File: src/rtl/alu_pkg.sv
// Shared definitions for the ALU sibling units: op encodings, divider FSM states, constants.
package alu_pkg;

    localparam int unsigned XLEN = 32;

    // M-extension divide/remainder op encodings; bit 1 selects remainder, bit 0 selects unsigned.
    localparam logic [1:0] DIV_OP  = 2'b00;
    localparam logic [1:0] DIVU_OP = 2'b01;
    localparam logic [1:0] REM_OP  = 2'b10;
    localparam logic [1:0] REMU_OP = 2'b11;

    typedef enum logic [1:0] {
        S_IDLE = 2'b00,
        S_CALC = 2'b01,
        S_FIX  = 2'b10,
        S_DONE = 2'b11
    } div_state_e;

    localparam logic [XLEN-1:0] INT_MIN = {1'b1, {(XLEN-1){1'b0}}};

    // Signed ops are DIV and REM.
    function automatic logic is_signed_op(input logic [1:0] op);
        return ~op[0];
    endfunction

    // Selects the remainder rather than the quotient.
    function automatic logic is_rem_op(input logic [1:0] op);
        return op[1];
    endfunction

endpackage

File: src/rtl/div_step.sv
// One restoring-division iteration: shift in a dividend bit, compare against the divisor, subtract.
module div_step
    import alu_pkg::*;
#(
    parameter int unsigned WIDTH = 32
) (
    input  logic [WIDTH-1:0] rem,
    input  logic [WIDTH-1:0] div,
    input  logic             dvd_msb,
    output logic [WIDTH-1:0] next_rem,
    output logic             q_bit
);

    localparam int unsigned SW = WIDTH + 1;

    logic [SW-1:0] shifted;
    logic [SW:0]   diff;

    // Compare at WIDTH+1 bits so a shifted-out remainder MSB is never lost; the borrow is the compare.
    always_comb begin
        shifted  = {rem, dvd_msb};
        diff     = {1'b0, shifted} - {2'b00, div};
        q_bit    = ~diff[SW];
        next_rem = q_bit ? diff[WIDTH-1:0] : shifted[WIDTH-1:0];
    end

endmodule

File: src/rtl/div_unit.sv
// Iterative RV32M divider (DIV/DIVU/REM/REMU), one quotient bit per cycle, valid/ready on both sides.
module div_unit
    import alu_pkg::*;
#(
    parameter int unsigned WIDTH = 32
) (
    input  logic             clk,
    input  logic             rst_n,
    input  logic             in_valid,
    output logic             in_ready,
    input  logic [1:0]       op,
    input  logic [WIDTH-1:0] X,
    input  logic [WIDTH-1:0] Y,
    output logic             out_valid,
    input  logic             out_ready,
    output logic [WIDTH-1:0] result
);

    localparam int unsigned CW = $clog2(WIDTH) + 1;
    localparam logic [WIDTH-1:0] MIN_NEG = {1'b1, {(WIDTH-1){1'b0}}};

    div_state_e       state, state_n;
    logic [CW-1:0]    count, count_n;
    logic [WIDTH-1:0] rem, rem_n;
    logic [WIDTH-1:0] dvd, dvd_n;
    logic [WIDTH-1:0] quo, quo_n;
    logic [WIDTH-1:0] div_r, div_n;
    logic [1:0]       op_r, op_n;
    logic             neg_q, neg_q_n;
    logic             neg_r, neg_r_n;
    logic [WIDTH-1:0] result_n;
    logic             in_ready_n;
    logic             out_valid_n;

    logic [WIDTH-1:0] step_rem;
    logic             step_q;

    div_step #(.WIDTH(WIDTH)) u_step (
        .rem      (rem),
        .div      (div_r),
        .dvd_msb  (dvd[WIDTH-1]),
        .next_rem (step_rem),
        .q_bit    (step_q)
    );

    // State register and registered datapath/outputs.
    always_ff @(posedge clk or negedge rst_n) begin
        if (!rst_n) begin
            state     <= S_IDLE;
            count     <= '0;
            rem       <= '0;
            dvd       <= '0;
            quo       <= '0;
            div_r     <= '0;
            op_r      <= '0;
            neg_q     <= 1'b0;
            neg_r     <= 1'b0;
            result    <= '0;
            in_ready  <= 1'b1;
            out_valid <= 1'b0;
        end else begin
            state     <= state_n;
            count     <= count_n;
            rem       <= rem_n;
            dvd       <= dvd_n;
            quo       <= quo_n;
            div_r     <= div_n;
            op_r      <= op_n;
            neg_q     <= neg_q_n;
            neg_r     <= neg_r_n;
            result    <= result_n;
            in_ready  <= in_ready_n;
            out_valid <= out_valid_n;
        end
    end

    // Next-state and datapath: capture/special-case on accept, iterate, sign-fix, hold until taken.
    always_comb begin
        state_n  = state;
        count_n  = count;
        rem_n    = rem;
        dvd_n    = dvd;
        quo_n    = quo;
        div_n    = div_r;
        op_n     = op_r;
        neg_q_n  = neg_q;
        neg_r_n  = neg_r;
        result_n = result;

        unique case (state)
            S_IDLE: begin
                if (in_valid) begin
                    op_n    = op;
                    rem_n   = '0;
                    quo_n   = '0;
                    neg_q_n = 1'b0;
                    neg_r_n = 1'b0;
                    if (Y == '0) begin
                        state_n  = S_DONE;
                        result_n = is_rem_op(op) ? X : '1;
                    end else if (is_signed_op(op) && (X == MIN_NEG) && (Y == '1)) begin
                        state_n  = S_DONE;
                        result_n = is_rem_op(op) ? '0 : MIN_NEG;
                    end else begin
                        state_n = S_CALC;
                        count_n = CW'(WIDTH);
                        if (is_signed_op(op)) begin
                            dvd_n   = X[WIDTH-1] ? WIDTH'(-X) : X;
                            div_n   = Y[WIDTH-1] ? WIDTH'(-Y) : Y;
                            neg_q_n = X[WIDTH-1] ^ Y[WIDTH-1];
                            neg_r_n = X[WIDTH-1];
                        end else begin
                            dvd_n = X;
                            div_n = Y;
                        end
                    end
                end
            end
            S_CALC: begin
                rem_n   = step_rem;
                quo_n   = {quo[WIDTH-2:0], step_q};
                dvd_n   = {dvd[WIDTH-2:0], 1'b0};
                count_n = count - CW'(1);
                if (count == CW'(1)) begin
                    state_n = S_FIX;
                end
            end
            S_FIX: begin
                if (is_rem_op(op_r)) begin
                    result_n = (is_signed_op(op_r) && neg_r) ? WIDTH'(-rem) : rem;
                end else begin
                    result_n = (is_signed_op(op_r) && neg_q) ? WIDTH'(-quo) : quo;
                end
                state_n = S_DONE;
            end
            S_DONE: begin
                if (out_ready) begin
                    state_n = S_IDLE;
                end
            end
            default: state_n = S_IDLE;
        endcase

        in_ready_n  = (state_n == S_IDLE);
        out_valid_n = (state_n == S_DONE);
    end

endmodule

File: config.mk
export PLATFORM = sky130hd
export DESIGN_NAME = div_unit
export DESIGN_NICKNAME = d
export VERILOG_FILES = /design/src/rtl/alu_pkg.sv /design/src/rtl/div_step.sv /design/src/rtl/div_unit.sv
export SDC_FILE = /design/constraint.sdc
export NUM_CORES = 1
export LEC_CHECK = 0
export BUFFER_PORTS_ARGS = -buffer_cell sky130_fd_sc_hd__clkbuf_2
export CAP_MARGIN = 5
export CORE_MARGIN = 5
export CORE_UTILIZATION = 45
export CTS_CLUSTER_DIAMETER = 120
export DETAILED_ROUTE_END_ITERATION = 8
export PLACE_DENSITY = 0.7
export SLEW_MARGIN = 20
export SYNTH_ARGS = -nofsm -noshare
export SYNTH_HDL_FRONTEND = slang
export SYNTH_HIERARCHICAL = 1
export SYNTH_SLANG_ARGS = --single-unit
export TNS_END_PERCENT = 30
File: constraint.sdc
create_clock -name clk -period 2.49 [get_ports clk]
set_input_delay 0 -clock clk [delete_from_list [all_inputs] [get_ports clk]]
set_output_delay 0 -clock clk [all_outputs]
set_load 0.1 [all_outputs]
==> flow_metrics.tcl <==
set metrics [dict create \
    status "finished with violations" \
    violations "negative setup slack" \
    hold_viol 0 \
    p_int_w 0.0148 \
    ir_drop_mv 0.757 \
    async_flop_share_pct 100 \
    routed_wl_um 44600 \
    synth.distinct_cells 89 \
    dieArea_um2 32200 \
    cap_violations 0 \
    yosys-top-cells-area "dfrtp_1, xnor2_1, mux2_2" \
    vias 13411 \
    fin_area_um2 17300 \
    rsz0062_at_grt "yes" \
    antenna_left 0 \
    io_buffers 103 \
    grt_max_degree 66 \
    dr_wl_met3_um 3690 \
    wl_per_cell_um 20.3 \
    synth_top_family_by_area "compound AO/OA/AOI/OAI gates" \
    yosys.area_share.simple_pct 17.3 \
    h-tree-depth 4 \
    max_freq_mhz 375 \
    final_nets 1908 \
    relSlewSlack_pct 35.9 \
    drive_above_1_share_pct 32.2 \
    seqPwrFrac_pct 19.2 \
    crit_path_max_fanout 5 \
    synth_edf_count 0 \
    finalWorstSetupSlack_ns -0.174 \
    regArea_um2 4360 \
    finClkSkew_ns 0.0155 \
    top_layer "met5" \
    leakagePower_nw 7.71 \
    postLayoutCoreUtil_pct 60.5 \
    die_w_um 179 \
    grt_pass1_wl_um 67100 \
    tightest_slew_ns 0.961 \
    ys_seq_area_share_pct 33.7 \
    syn_area_um2 12900 \
    end_kind "flip-flop" \
    syn_nets 1603 \
    path_clk_slew_ns 0.08 \
    synth-compound-area-share_pct 25.2 \
    p_clk_share_pct 10.0 \
    met1_length_um 18500 \
    synthToLayoutAreaGrowth_pct 33.8 \
    start_kind "flip-flop" \
    swShare_pct 48.4 \
    avgViaCountPerCell 6.10 \
    synthXorXnorAreaFrac_pct 8.89 \
    core_area_um2 28500 \
    synth.area.mux_share_pct 5.81 \
    gr-usage-all-layers_pct 26.3 \
    synth_top_area_share_pct 33.5 \
    first_iter_violations 1485 \
    synth_area_leader_cell "dfrtp_1" \
    clock_latency_ns 0.45 \
    p_per_area_nw_per_um2 1660 \
    rows 62 \
    antenna_found_initial 2 \
    ios 104 \
    cts_buffers 17 \
    fillers 2438 \
    grt_pass1_vias 12681 \
    cts_tree "yes" \
    synth-main-ff-cell "dfrtp_1" \
    comb_power_share_pct 70.8 \
    avgSynthCellArea_um2 8.65 \
    ys_warn_count 6 \
    synth_seq_cells 174 \
    first_pass_iters 6 \
    crit_type "reg -> reg" \
    gp_congestion 0.962 \
    clock-sinks 174 \
    synth_fa_ha_area_share_pct 3.93 \
    setup_violations 36 \
    drv_slew 0 \
    hpwlAfterDp_um 32500 \
    multiInputGateArea_um2 8610 \
    start_util_pct 45.2 \
    grt-ovfl-total 0 \
    postSynthCellCount 1493 \
    fin_crit_ns 2.66 \
    min_path_type "in -> reg" \
    wl_met2_um 20800 \
    timing.final.crit_share_pct 107 \
    dieHeight_um 179 \
    crit_arrival_ns 3.01 \
    cts_root_buf "clkbuf_16" \
    clockBufferDepth 2 \
    placed_area_um2 15300 \
    switchingPower_w 0.0139 \
    hold_ws_ns 0.000213 \
    cp.required_ns 2.83 \
    remaining_drc_errors 0 \
]
## cells in the final DEF, fill, tap and decap left out, drive strengths merged, types with 7 or more instances in the layout
cell	n
a22o	60
xor2	46
o21ai	116
dlygate4sd3	22
or4	19
mux2	65
o211ai	19
a31oi	36
and3	10
a21oi	99
dfrtp	173
ha	39
nor4	29
nor2	107
a211oi	16
or3	14
nor2b	12
a211o	17
or2	9
nand2	119
o31ai	24
a41oi	7
nand2b	14
inv	81
nor3	41
o41ai	10
a21o	17
nand4	24
nand3	16
buf	251
clkbuf	120
xnor2	85
## routing by layer
metal	global-route usage, %	vias up
li1	-	6125
met1	35.3	6500
met2	43.8	667
met3	3.90	117
met4	8.25	2
met5	0	-
## power groups by stage
stage          clock network, W  registers, W  logic [W]
6_report                0.00287       0.00552     0.0203
2_1_floorplan                 0       0.00694    0.00999
5_1_grt                 0.00302       0.00564     0.0217
3_5_place_dp                  0       0.00545     0.0174
4_1_cts                 0.00290       0.00542     0.0184
3_3_place_gp                  0       0.00539     0.0170
## through the flow
stage	setup WS (ns)	setup TNS, ns	power (W)	instances
floorplan	-0.0665	-0.252	0.0169	1493
finish	-0.174	-2.87	0.0287	2197
global route	-0.264	-6.15	0.0304	2195
CTS	-0.0898	-1.44	0.0267	2183
global placement	-0.262	-7.38	0.0224	2112
detailed placement	-0.292	-11.23	0.0228	2112
## repair_timing
action	4_1_cts	5_1_grt
hold endpoints to repair	192	0
cloned	1	3
endpoints found under the setup margin	44	126
pin swaps	36	56
resized for setup	63	110
hold buffers	23	0
setup buffers	15	11
## critical path, cell delays in order (launching register included)
cell and delay, ns:
dfrtp_1 0.45, buf_4 0.19, or4_1 0.50, or3_4 0.38, buf_6 0.15, o31ai_2 0.22, xor2_1 0.34, o21ai_1 0.10
a211o_1 0.23
## sequential cells by signal (all words and copies together), names as in the netlist
register,count
div_r,32
dvd,32
quo,32
rem,32
result,32
count,6
op_r,2
state,2
in_ready,1
neg_q,1
neg_r,1
out_valid,1
## layout make-up
cell class	instances	area share [%]
Tap cell	384	2.78
Antenna cell	2	0.0290
Inverter	73	1.63
Clock buffer	17	2.46
Timing Repair inverter	1	0.0435
Clock inverter	15	1.20
Sequential cell	174	25.3
Timing Repair Buffer	377	16.7
Multi-Input combinational cell	1154	49.9
## cells by family (layout without fill, tap and decap cells)
logic type / count (synthesis) / in the layout
AND/OR/NAND/NOR: 441 / 441
buffers and inverters: 165 / 483
flip-flops: 174 / 174
XOR/XNOR: 131 / 131
adder cells (fa/ha/maj): 40 / 40
multiplexers: 66 / 66
other: 0 / 2
AO/OA/AOI/OAI: 476 / 476
## synthesized netlist by cell type, types with 19 or more instances
cell / number
nor3_1: 39
nand4_1: 24
nand2_1: 119
o211ai_1: 19
mux2_2: 55
inv_1: 71
a31oi_1: 34
xor2_1: 46
nor2_1: 107
o21ai_0: 113
clkbuf_1: 64
o31ai_1: 23
a21oi_1: 97
ha_1: 39
xnor2_1: 85
nor4_1: 29
dfrtp_1: 173
a22o_1: 60
## path summary, 6_finish.rpt
kind,from,endpoint,slack [ns],depth (start not counted)
worst max-delay path,rem[5],result[19],-0.17,8
worst min-delay path,X[4],result[4],0.0002,3
worst max register to register,rem[5],result[19],-0.17,8
worst min register to register,result[16],result[16],0.49,1
max in group asynchronous,rst_n,rem[1],1.66,3
min in group asynchronous,rst_n,quo[23],0.04,2
Note: power is estimated with default switching activity, not from simulation.
